$ cat src/rtl/phase_check_sequencer.sv
// Time-shares one phase-shift checker across the PLL clock outputs and collects a fail bitmap.
// Optional lock-wait timeout is enabled by defining PHASE_SEQ_TIMEOUT_EN.
module phase_check_sequencer #(
   parameter int CHANNELS      = 6,
   parameter int SETTLE_CYCLES = 16,
   parameter int WINDOW_CYCLES = 64,
   parameter int LOCK_TIMEOUT  = 4096,
   localparam int SEL_W        = (CHANNELS > 1) ? $clog2(CHANNELS) : 1
) (
   input  logic                    clk,
   input  logic                    rst,
   input  logic                    start,
   input  logic                    LOCKED,
   input  logic [CHANNELS-1:0]     channel_en,
   input  logic [32*CHANNELS-1:0]  shift_table,
   input  logic [32*CHANNELS-1:0]  period_table,
   input  logic                    check_fail,
   output logic [SEL_W-1:0]        sel,
   output logic [31:0]             desired_shift_1000,
   output logic [31:0]             clk_period_1000,
   output logic                    check_rst,
   output logic                    check_locked,
   output logic                    busy,
   output logic                    done,
   output logic [CHANNELS-1:0]     fail_mask,
   output logic                    lock_lost,
   output logic                    timeout,
   output logic [2:0]              dbg_state_o
);

   localparam int CNT_MAX_A = (SETTLE_CYCLES > WINDOW_CYCLES) ? SETTLE_CYCLES : WINDOW_CYCLES;
   localparam int CNT_MAX   = (CNT_MAX_A > LOCK_TIMEOUT) ? CNT_MAX_A : LOCK_TIMEOUT;
   localparam int CNT_W     = $clog2(CNT_MAX + 1);

   typedef enum logic [2:0] {
      S_IDLE, S_WAIT_LOCK, S_ARM, S_SETTLE, S_MEASURE, S_NEXT, S_DONE
   } state_t;

   state_t               state_q, state_d;
   logic [SEL_W-1:0]     ch_q, ch_d;
   logic [CHANNELS-1:0]  en_q, en_d;
   logic [31:0]          shift_tab_q [CHANNELS];
   logic [31:0]          period_tab_q [CHANNELS];
   logic                 tab_load;
   logic [CNT_W-1:0]     cnt_q, cnt_d;
   logic [SEL_W-1:0]     sel_q, sel_d;
   logic [31:0]          dshift_q, dshift_d;
   logic [31:0]          dper_q, dper_d;
   logic [CHANNELS-1:0]  fail_mask_q, fail_mask_d;
   logic                 lock_lost_q, lock_lost_d;
   logic [SEL_W-1:0]     first_idx, next_idx;
   logic                 first_vld, next_vld;
`ifdef PHASE_SEQ_TIMEOUT_EN
   logic                 timeout_q, timeout_d;
   logic [CHANNELS-1:0]  rem_mask;
`endif

   // Lowest enabled channel at start, and next enabled channel strictly above ch_q.
   always_comb begin
      first_idx = '0;
      first_vld = 1'b0;
      next_idx  = '0;
      next_vld  = 1'b0;
      for (int i = CHANNELS - 1; i >= 0; i--) begin
         if (channel_en[i]) begin
            first_idx = SEL_W'(i);
            first_vld = 1'b1;
         end
         if (en_q[i] && (i > int'(ch_q))) begin
            next_idx = SEL_W'(i);
            next_vld = 1'b1;
         end
      end
   end

`ifdef PHASE_SEQ_TIMEOUT_EN
   always_comb begin
      rem_mask = '0;
      for (int i = 0; i < CHANNELS; i++) begin
         rem_mask[i] = en_q[i] && (i >= int'(ch_q));
      end
   end
`endif

   always_ff @(posedge clk) begin
      if (!rst) begin
         state_q     <= S_IDLE;
         ch_q        <= '0;
         en_q        <= '0;
         cnt_q       <= '0;
         sel_q       <= '0;
         dshift_q    <= '0;
         dper_q      <= '0;
         fail_mask_q <= '0;
         lock_lost_q <= 1'b0;
`ifdef PHASE_SEQ_TIMEOUT_EN
         timeout_q   <= 1'b0;
`endif
      end else begin
         state_q     <= state_d;
         ch_q        <= ch_d;
         en_q        <= en_d;
         cnt_q       <= cnt_d;
         sel_q       <= sel_d;
         dshift_q    <= dshift_d;
         dper_q      <= dper_d;
         fail_mask_q <= fail_mask_d;
         lock_lost_q <= lock_lost_d;
`ifdef PHASE_SEQ_TIMEOUT_EN
         timeout_q   <= timeout_d;
`endif
      end
   end

   assign tab_load = (state_q == S_IDLE) && start;

   always_ff @(posedge clk) begin
      if (tab_load) begin
         for (int i = 0; i < CHANNELS; i++) begin
            shift_tab_q[i]  <= shift_table[32*i +: 32];
            period_tab_q[i] <= period_table[32*i +: 32];
         end
      end
   end

   always_comb begin
      state_d     = state_q;
      ch_d        = ch_q;
      en_d        = en_q;
      cnt_d       = cnt_q;
      sel_d       = sel_q;
      dshift_d    = dshift_q;
      dper_d      = dper_q;
      fail_mask_d = fail_mask_q;
      lock_lost_d = lock_lost_q;
`ifdef PHASE_SEQ_TIMEOUT_EN
      timeout_d   = timeout_q;
`endif
      unique case (state_q)
         S_IDLE: begin
            if (start) begin
               en_d        = channel_en;
               fail_mask_d = '0;
               lock_lost_d = 1'b0;
`ifdef PHASE_SEQ_TIMEOUT_EN
               timeout_d   = 1'b0;
`endif
               ch_d        = first_idx;
               cnt_d       = '0;
               state_d     = first_vld ? S_WAIT_LOCK : S_DONE;
            end
         end
         S_WAIT_LOCK: begin
            if (LOCKED) begin
               state_d = S_ARM;
            end
`ifdef PHASE_SEQ_TIMEOUT_EN
            else if (cnt_q == CNT_W'(LOCK_TIMEOUT - 1)) begin
               timeout_d   = 1'b1;
               fail_mask_d = fail_mask_q | rem_mask;
               state_d     = S_DONE;
            end else begin
               cnt_d = cnt_q + CNT_W'(1);
            end
`endif
         end
         S_ARM: begin
            sel_d    = ch_q;
            dshift_d = shift_tab_q[ch_q];
            dper_d   = period_tab_q[ch_q];
            cnt_d    = CNT_W'(SETTLE_CYCLES - 1);
            state_d  = S_SETTLE;
         end
         S_SETTLE, S_MEASURE: begin
            // Lock loss aborts the attempt; the same channel is retried after relock.
            if (!LOCKED) begin
               lock_lost_d       = 1'b1;
               fail_mask_d[ch_q] = 1'b0;
               cnt_d             = '0;
               state_d           = S_WAIT_LOCK;
            end else if (state_q == S_SETTLE) begin
               if (cnt_q == '0) begin
                  cnt_d   = CNT_W'(WINDOW_CYCLES - 1);
                  state_d = S_MEASURE;
               end else begin
                  cnt_d = cnt_q - CNT_W'(1);
               end
            end else begin
               if (check_fail) fail_mask_d[ch_q] = 1'b1;
               if (cnt_q == '0) begin
                  state_d = S_NEXT;
               end else begin
                  cnt_d = cnt_q - CNT_W'(1);
               end
            end
         end
         S_NEXT: begin
            if (next_vld) begin
               ch_d    = next_idx;
               state_d = S_ARM;
            end else begin
               state_d = S_DONE;
            end
         end
         S_DONE:  state_d = S_IDLE;
         default: state_d = S_IDLE;
      endcase
   end

   always_comb begin
      check_rst    = !((state_q == S_SETTLE) || (state_q == S_MEASURE));
      check_locked = (state_q == S_MEASURE);
      busy         = (state_q != S_IDLE);
      done         = (state_q == S_DONE);
   end

   assign sel                = sel_q;
   assign desired_shift_1000 = dshift_q;
   assign clk_period_1000    = dper_q;
   assign fail_mask          = fail_mask_q;
   assign lock_lost          = lock_lost_q;
   assign dbg_state_o        = state_q;
`ifdef PHASE_SEQ_TIMEOUT_EN
   assign timeout            = timeout_q;
`else
   assign timeout            = 1'b0;
`endif

endmodule

$ cat config.mk
export PLATFORM = sky130hd
export DESIGN_NAME = phase_check_sequencer
export DESIGN_NICKNAME = d
export VERILOG_FILES = /design/src/rtl/phase_check_sequencer.sv
export SDC_FILE = /design/constraint.sdc
export NUM_CORES = 1
export LEC_CHECK = 0
export ABC_AREA = 1
export BUFFER_PORTS_ARGS = -buffer_cell sky130_fd_sc_hd__buf_4
export CORE_MARGIN = 3
export CORE_UTILIZATION = 36
export CTS_BUF_LIST = sky130_fd_sc_hd__clkbuf_16
export CTS_CLUSTER_DIAMETER = 100
export CTS_CLUSTER_SIZE = 20
export DETAILED_ROUTE_END_ITERATION = 6
export SLEW_MARGIN = 40
export SYNTH_ARGS = -nofsm -noshare
export SYNTH_HDL_FRONTEND = slang
export SYNTH_SLANG_ARGS = --single-unit
$ cat constraint.sdc
create_clock -name clk -period 6 [get_ports clk]
set_clock_uncertainty 0.1 [all_clocks]
set_input_delay 1.2 -clock clk [delete_from_list [all_inputs] [get_ports clk]]
set_output_delay 1.2 -clock clk [all_outputs]
set_load 0.05 [all_outputs]
# Yosys cells after proc, flatten, opt, wreduce, memory -nomap -nowiden
# Memories as Yosys holds them, arrays and structs flattened. A register that Yosys moved wholly into a read port is not among the register bits.
# Cells that the tools add are included.
dict set report word_totals {
  regBits 35
  ramBits 384
  memories 2
  in_bits 395
}
dict set report op_classes {
  eq_ne 14
  reduce_logical 24
  magnitude_cmp 7
  mux 52
  n_bitwise 3
  add_sub_neg 1
}
# memory depth word_bits read_ports rd_clocked_by_memory_dff write_ports line_no
set memory_table {}
lappend memory_table {period_tab_q 6 32 1 1 6 43} ;# logic [31:0] period_tab_q [CHANNELS];
lappend memory_table {shift_tab_q 6 32 1 1 6 42} ;# logic [31:0] shift_tab_q [CHANNELS];
# cell count
set ops {}
lappend ops {{$mux W13} 5}
lappend ops {{$mux W3} 21}
lappend ops {{$pmux W13 S3} 1}
lappend ops {{$mux W6} 4}
lappend ops {{$mux W1} 16}
lappend ops {{$pmux W3 S5} 1}
lappend ops {{$logic_not A13 Y1} 1}
lappend ops {{$sub A13 B1 Y13 const B} 1}
lappend ops {{$pmux W6 S2} 1}
lappend ops {{$reduce_and A3 Y1} 4}
lappend ops {{$eq A3 B3 Y1 const B} 3}
lappend ops {{$ne A3 B3 Y1 const B} 3}
lappend ops {{$ne A2 B2 Y1 const B} 4}
lappend ops {{$logic_and A1 B1 Y1} 7}
lappend ops {{$and A6 B6 Y6} 1}
lappend ops {{$eq A3 B2 Y1 const B} 2}
lappend ops {{$gt A2 B3 Y1 const A} 2}
lappend ops {{$gt A3 B3 Y1 const A} 2}
lappend ops {{$not A6 Y6} 1}
lappend ops {{$or A6 B6 Y6} 1}
lappend ops {{$pmux W3 S2} 1}
lappend ops {{$reduce_bool A3 Y1} 2}
lappend ops {{$lt A3 B4 Y1 const B} 1}
lappend ops {{$ne A4 B4 Y1 const B} 1}
lappend ops {{12 further kinds} 15}

# Longest topological paths before layout
dict set report logic_depth {
  ltp_word 9
  depth_mapped 11
  mapped_depth_nobuf 11
}

# Worst setup path after synthesis
# Ideal clock, no wire load.
dict set report synth_timing {
  kind {flip-flop to flip-flop}
  from {reg state_q[0], in the netlist dbg_state_o[0]}
  to {reg en_q[4]}
  arrival_ps 6081
  slack_ps -311
  synth_period_minus_slack_ps 6311
  setup_time_ps 131
  t_required_ps 5769
  path_stages_with_launch 9
  path_cell_list {dfxtp_1 > buf_6 > nor2_4 > nand2_1 > inv_2 > nand2_2 > inv_2 > o21ai_0 > a21oi_1}
}
dict set report synth_via {
  elab_chain_len 2
}
# item line_no
set synth_lines {}
lappend synth_lines {{start, declared} 39} ;# state_t state_q, state_d;
lappend synth_lines {{start signal, assigned} 100} ;# state_q <= state_d;
lappend synth_lines {{$logic_not A3 Y1} 139} ;# unique case (state_q)
lappend synth_lines {{$reduce_and A2 Y1 (no line)} n/a}
lappend synth_lines {{end signal, assigned} 102} ;# en_q <= en_d;
lappend synth_lines {{end, declared} 41} ;# logic [CHANNELS-1:0] en_q, en_d;
# Every way passes these cells.
# A chain may end at the register's enable or synchronous reset.

# Worst setup path after layout
dict set report layout_timing {
  from {reg state_q[2], in the netlist dbg_state_o[2]}
  to {out check_rst}
}
dict set report layout_via {
  elab_chain_len 3
  word_cells_on_any_way 4
  classes_between {eq/ne (2); reduce/logical (2)}
}
# item line_no
set layout_lines {}
lappend layout_lines {{$eq A3 B2 Y1 or $eq A3 B3 Y1 (tied branches)} 211} ;# check_rst = !((state_q == S_SETTLE) || (state_q == S_MEASURE));
lappend layout_lines {{$logic_or A1 B1 Y1 (*)} 211}
lappend layout_lines {{$logic_not A1 Y1 (*)} 211}
lappend layout_lines {{end, declared} 21} ;# output logic check_rst,
# Every way passes the cells marked *; elsewhere a longest branch is shown, timed or not.

==> impl_metrics.py <==
metrics = {
    "synthesis": {
        "yosys_most_used_dff": "edfxtp_1",
        "syn_area_sq_um": 18300,
        "netlist_instances": 1528,
        "synth-edff-count": 384,
        "netlist_top_cells_count": "edfxtp_1 (384), nand2_1 (300), nor2_1 (167), o21ai_0 (154), dfxtp_1 (98)",
        "synthArstFlopShare_pct": 0,
        "ys_warn_count": 0,
        "yosys-top-cells-area": "edfxtp_1 (63%), dfxtp_1 (11%), nand2_1 (6.1%)",
        "ys_types": 42,
        "yosys.area.top_type_share_pct": 62.9,
        "synth_nets": 1925,
        "synth-seq-cells": 482,
        "synth_most_common_cell": "edfxtp_1",
        "synth_top_area_cell": "edfxtp_1",
        "avgSynthCellArea_sq_um": 12.0,
        "yosysSeqAreaShare_pct": 73.6,
    },
    "setup_path": {
        "start_kind": "register",
        "crit_type": "reg -> out",
        "cp_max_fo": 8,
        "r2r_setup_slack_ns": 2.90,
        "critPathMaxStageDelay_ns": 0.57,
        "end_kind": "primary output",
        "setup.worst_path.end": "check_rst",
        "r2r-start": "ch_q[2]",
        "r2r_end": "clk_period_1000[27]",
        "startpoint": "dbg_state_o[2]",
        "reg2reg_depth": 9,
        "slowest_stage": "dfxtp_1",
        "cp_data_required_time_ns": 4.70,
        "worstPathCellList": "inv_2 -> o21ai_0 -> buf_4",
        "worst-endpoint-arrival_ns": 2.00,
    },
    "drt": {
        "first_iter_violations": 990,
        "drt_pass1_iterations": 5,
        "drt_wl_total_mm": 54.2,
        "dr_total_vias": 13200,
        "wl_per_cell_um": 20.4,
        "via_per_inst": 4.95,
        "drc_errors": 0,
        "ant_nets": 0,
    },
    "die": {
        "dieArea_sq_um": 53700,
        "start_util_pct": 36.5,
        "core_sq_um": 50300,
        "die_h_um": 232,
        "core.rowCount": 82,
        "io-pin-count": 477,
        "die_w_um": 232,
    },
    "power": {
        "ir_drop_v": 0.000244,
        "leakagePower_uw": 0.00932,
        "p_per_area_nw_per_um2": 436,
    },
    "place": {
        "post-dp-hpwl_mm": 36.5,
        "place.port_buffers": 475,
        "place_inst": 2608,
        "place_congestion": 0.845,
    },
    "sta": {
        "maxSlewViolCount": 0,
        "fin_crit_sh_pct": 55.0,
        "rsz0062_at_grt": "no",
        "final-setup-viol-count": 0,
        "hold_violations": 0,
        "relSlewSlack_pct": 49.8,
        "worst_pin_slew_ns": 0.753,
        "tns_ns": 0,
        "min_period_ns": 3.30,
        "max_freq_ghz": 0.303,
    },
    "cells_and_area": {
        "fin_cells": 2661,
        "fin_nets": 2363,
        "syn_to_final_growth_pct": 27.4,
        "num-fill-cells": 4617,
        "drive_above_1_share_pct": 28.2,
    },
    "grt": {
        "antenna_found_initial": 2,
        "grt.overflow.total": 0,
        "grt_first_pass_wirelength_mm": 79.8,
        "grt.total_usage_pct": 19.4,
        "grt_max_degree": 119,
        "grt_pass1_vias": 13300,
    },
    "clock_network": {
        "clk_pin_slew_worst_paths_ns": 0.09,
        "cts_resized": 0,
        "h-tree-depth": 1,
        "cts_made_buffers": 28,
        "cts_root_buf": "clkbuf_16",
        "cts_tree": "done",
        "ctsHoldBuffers": 0,
        "clock_latency_ns": 0.60,
        "cts.sinks": 482,
        "postCtsSetupRepairBufs": 0,
        "cts_buffer_depth": 3,
    },
    "min_path": {
        "worstHoldPathType": "reg -> reg",
    },
    "run": {
        "max_cap_violations": 0,
    },
    "run_status": {
        "status": "complete, no violations",
    },
}
placed cells by master, fill, tap and decap left out, drive strengths merged, types with 44 or more instances in the layout:
master / instances
nand2: 308
nand3: 87
o21ai: 189
buf: 491
a31oi: 44
inv: 70
nor2: 173
edfxtp: 384
dfxtp: 98
a21oi: 54
critical path: cells and delay by family, from the launching register on:
family | cells | cell delay [ns]
compound gates | 1 | 0.42
flops | 1 | 0.57
buf+inv | 2 | 0.41
power breakdown:
part | switching, uW | internal, uW
combinational | 2350 | 929
clock | 1090 | 858
sequential | 336 | 4620
layer usage:
layer / part of all wire, % / GRT usage, % / vias up
met2: 49 / 32.9 / 483
met5: 0.024 / 0 / -
li1: - / - / 6282
met1: 42 / 25.4 / 6327
met3: 6.7 / 4.22 / 81
met4: 2.8 / 5.13 / 2
state kept, by name (all words and copies together) (netlist names):
name                flops
ch_q                    3
cnt_q                  13
desired_shift_1000     32
dbg_state_o             3
en_q                    5
clk_period_1000        32
fail_mask               6
sel                     3
period_tab_q          192
shift_tab_q           192
lock_lost               1
area by class of cell:
cell class | instances | area, sq um | share of cell area (%)
Sequential cell | 482 | 13500 | 57.8
Clock inverter | 24 | 115 | 0.493
Clock buffer | 28 | 701 | 3.00
Tap cell | 672 | 841 | 3.60
Inverter | 49 | 204 | 0.873
Timing Repair Buffer | 491 | 3740 | 16.0
Multi-Input combinational cell | 914 | 4270 | 18.3
Antenna cell | 1 | 2.50 | 0.0107
cell families (layout without fill, tap and decap cells):
group                      count (synthesis)  after routing  synth area share, %
and+or+nand+nor                          583            583                 13.1
buffers and inverters                    132            592                 3.25
adders and majority gates                  2              2                0.136
DFF                                      482            482                 73.6
AOI/OAI and AO/OA                        325            325                 9.82
other                                      1              2               0.0204
xor gates and xnor gates                   3              3                0.143
metrics by stage:
stage | util, % | hold slack [ns] | setup WS (ns) | area (sq um) | total power (uW)
floorplan | - | 0.330 | 1.46 | 18300 | 7200
global placement | 44.8 | 0.333 | 2.72 | 22500 | 8250
detailed placement | 44.8 | 0.335 | 2.73 | 22500 | 8350
CTS | 46.5 | 0.349 | 2.66 | 23400 | 10300
global route | 46.5 | 0.377 | 2.56 | 23400 | 10800
finish | 46.5 | 0.351 | 2.70 | 23400 | 10200
worst min-delay path by stage:
stage / depth (start not counted) / slack, ns / end / startpoint
after floorplan: 2 / 0.33 / en_q[3] / en_q[3]
after global placement: 2 / 0.33 / fail_mask[3] / fail_mask[3]
after detailed placement: 2 / 0.34 / fail_mask[3] / fail_mask[3]
after CTS: 2 / 0.35 / fail_mask[3] / fail_mask[3]
after global routing: 2 / 0.38 / fail_mask[2] / fail_mask[2]
final: 2 / 0.35 / fail_mask[3] / fail_mask[3]
Power figures use the tool's default switching activity.
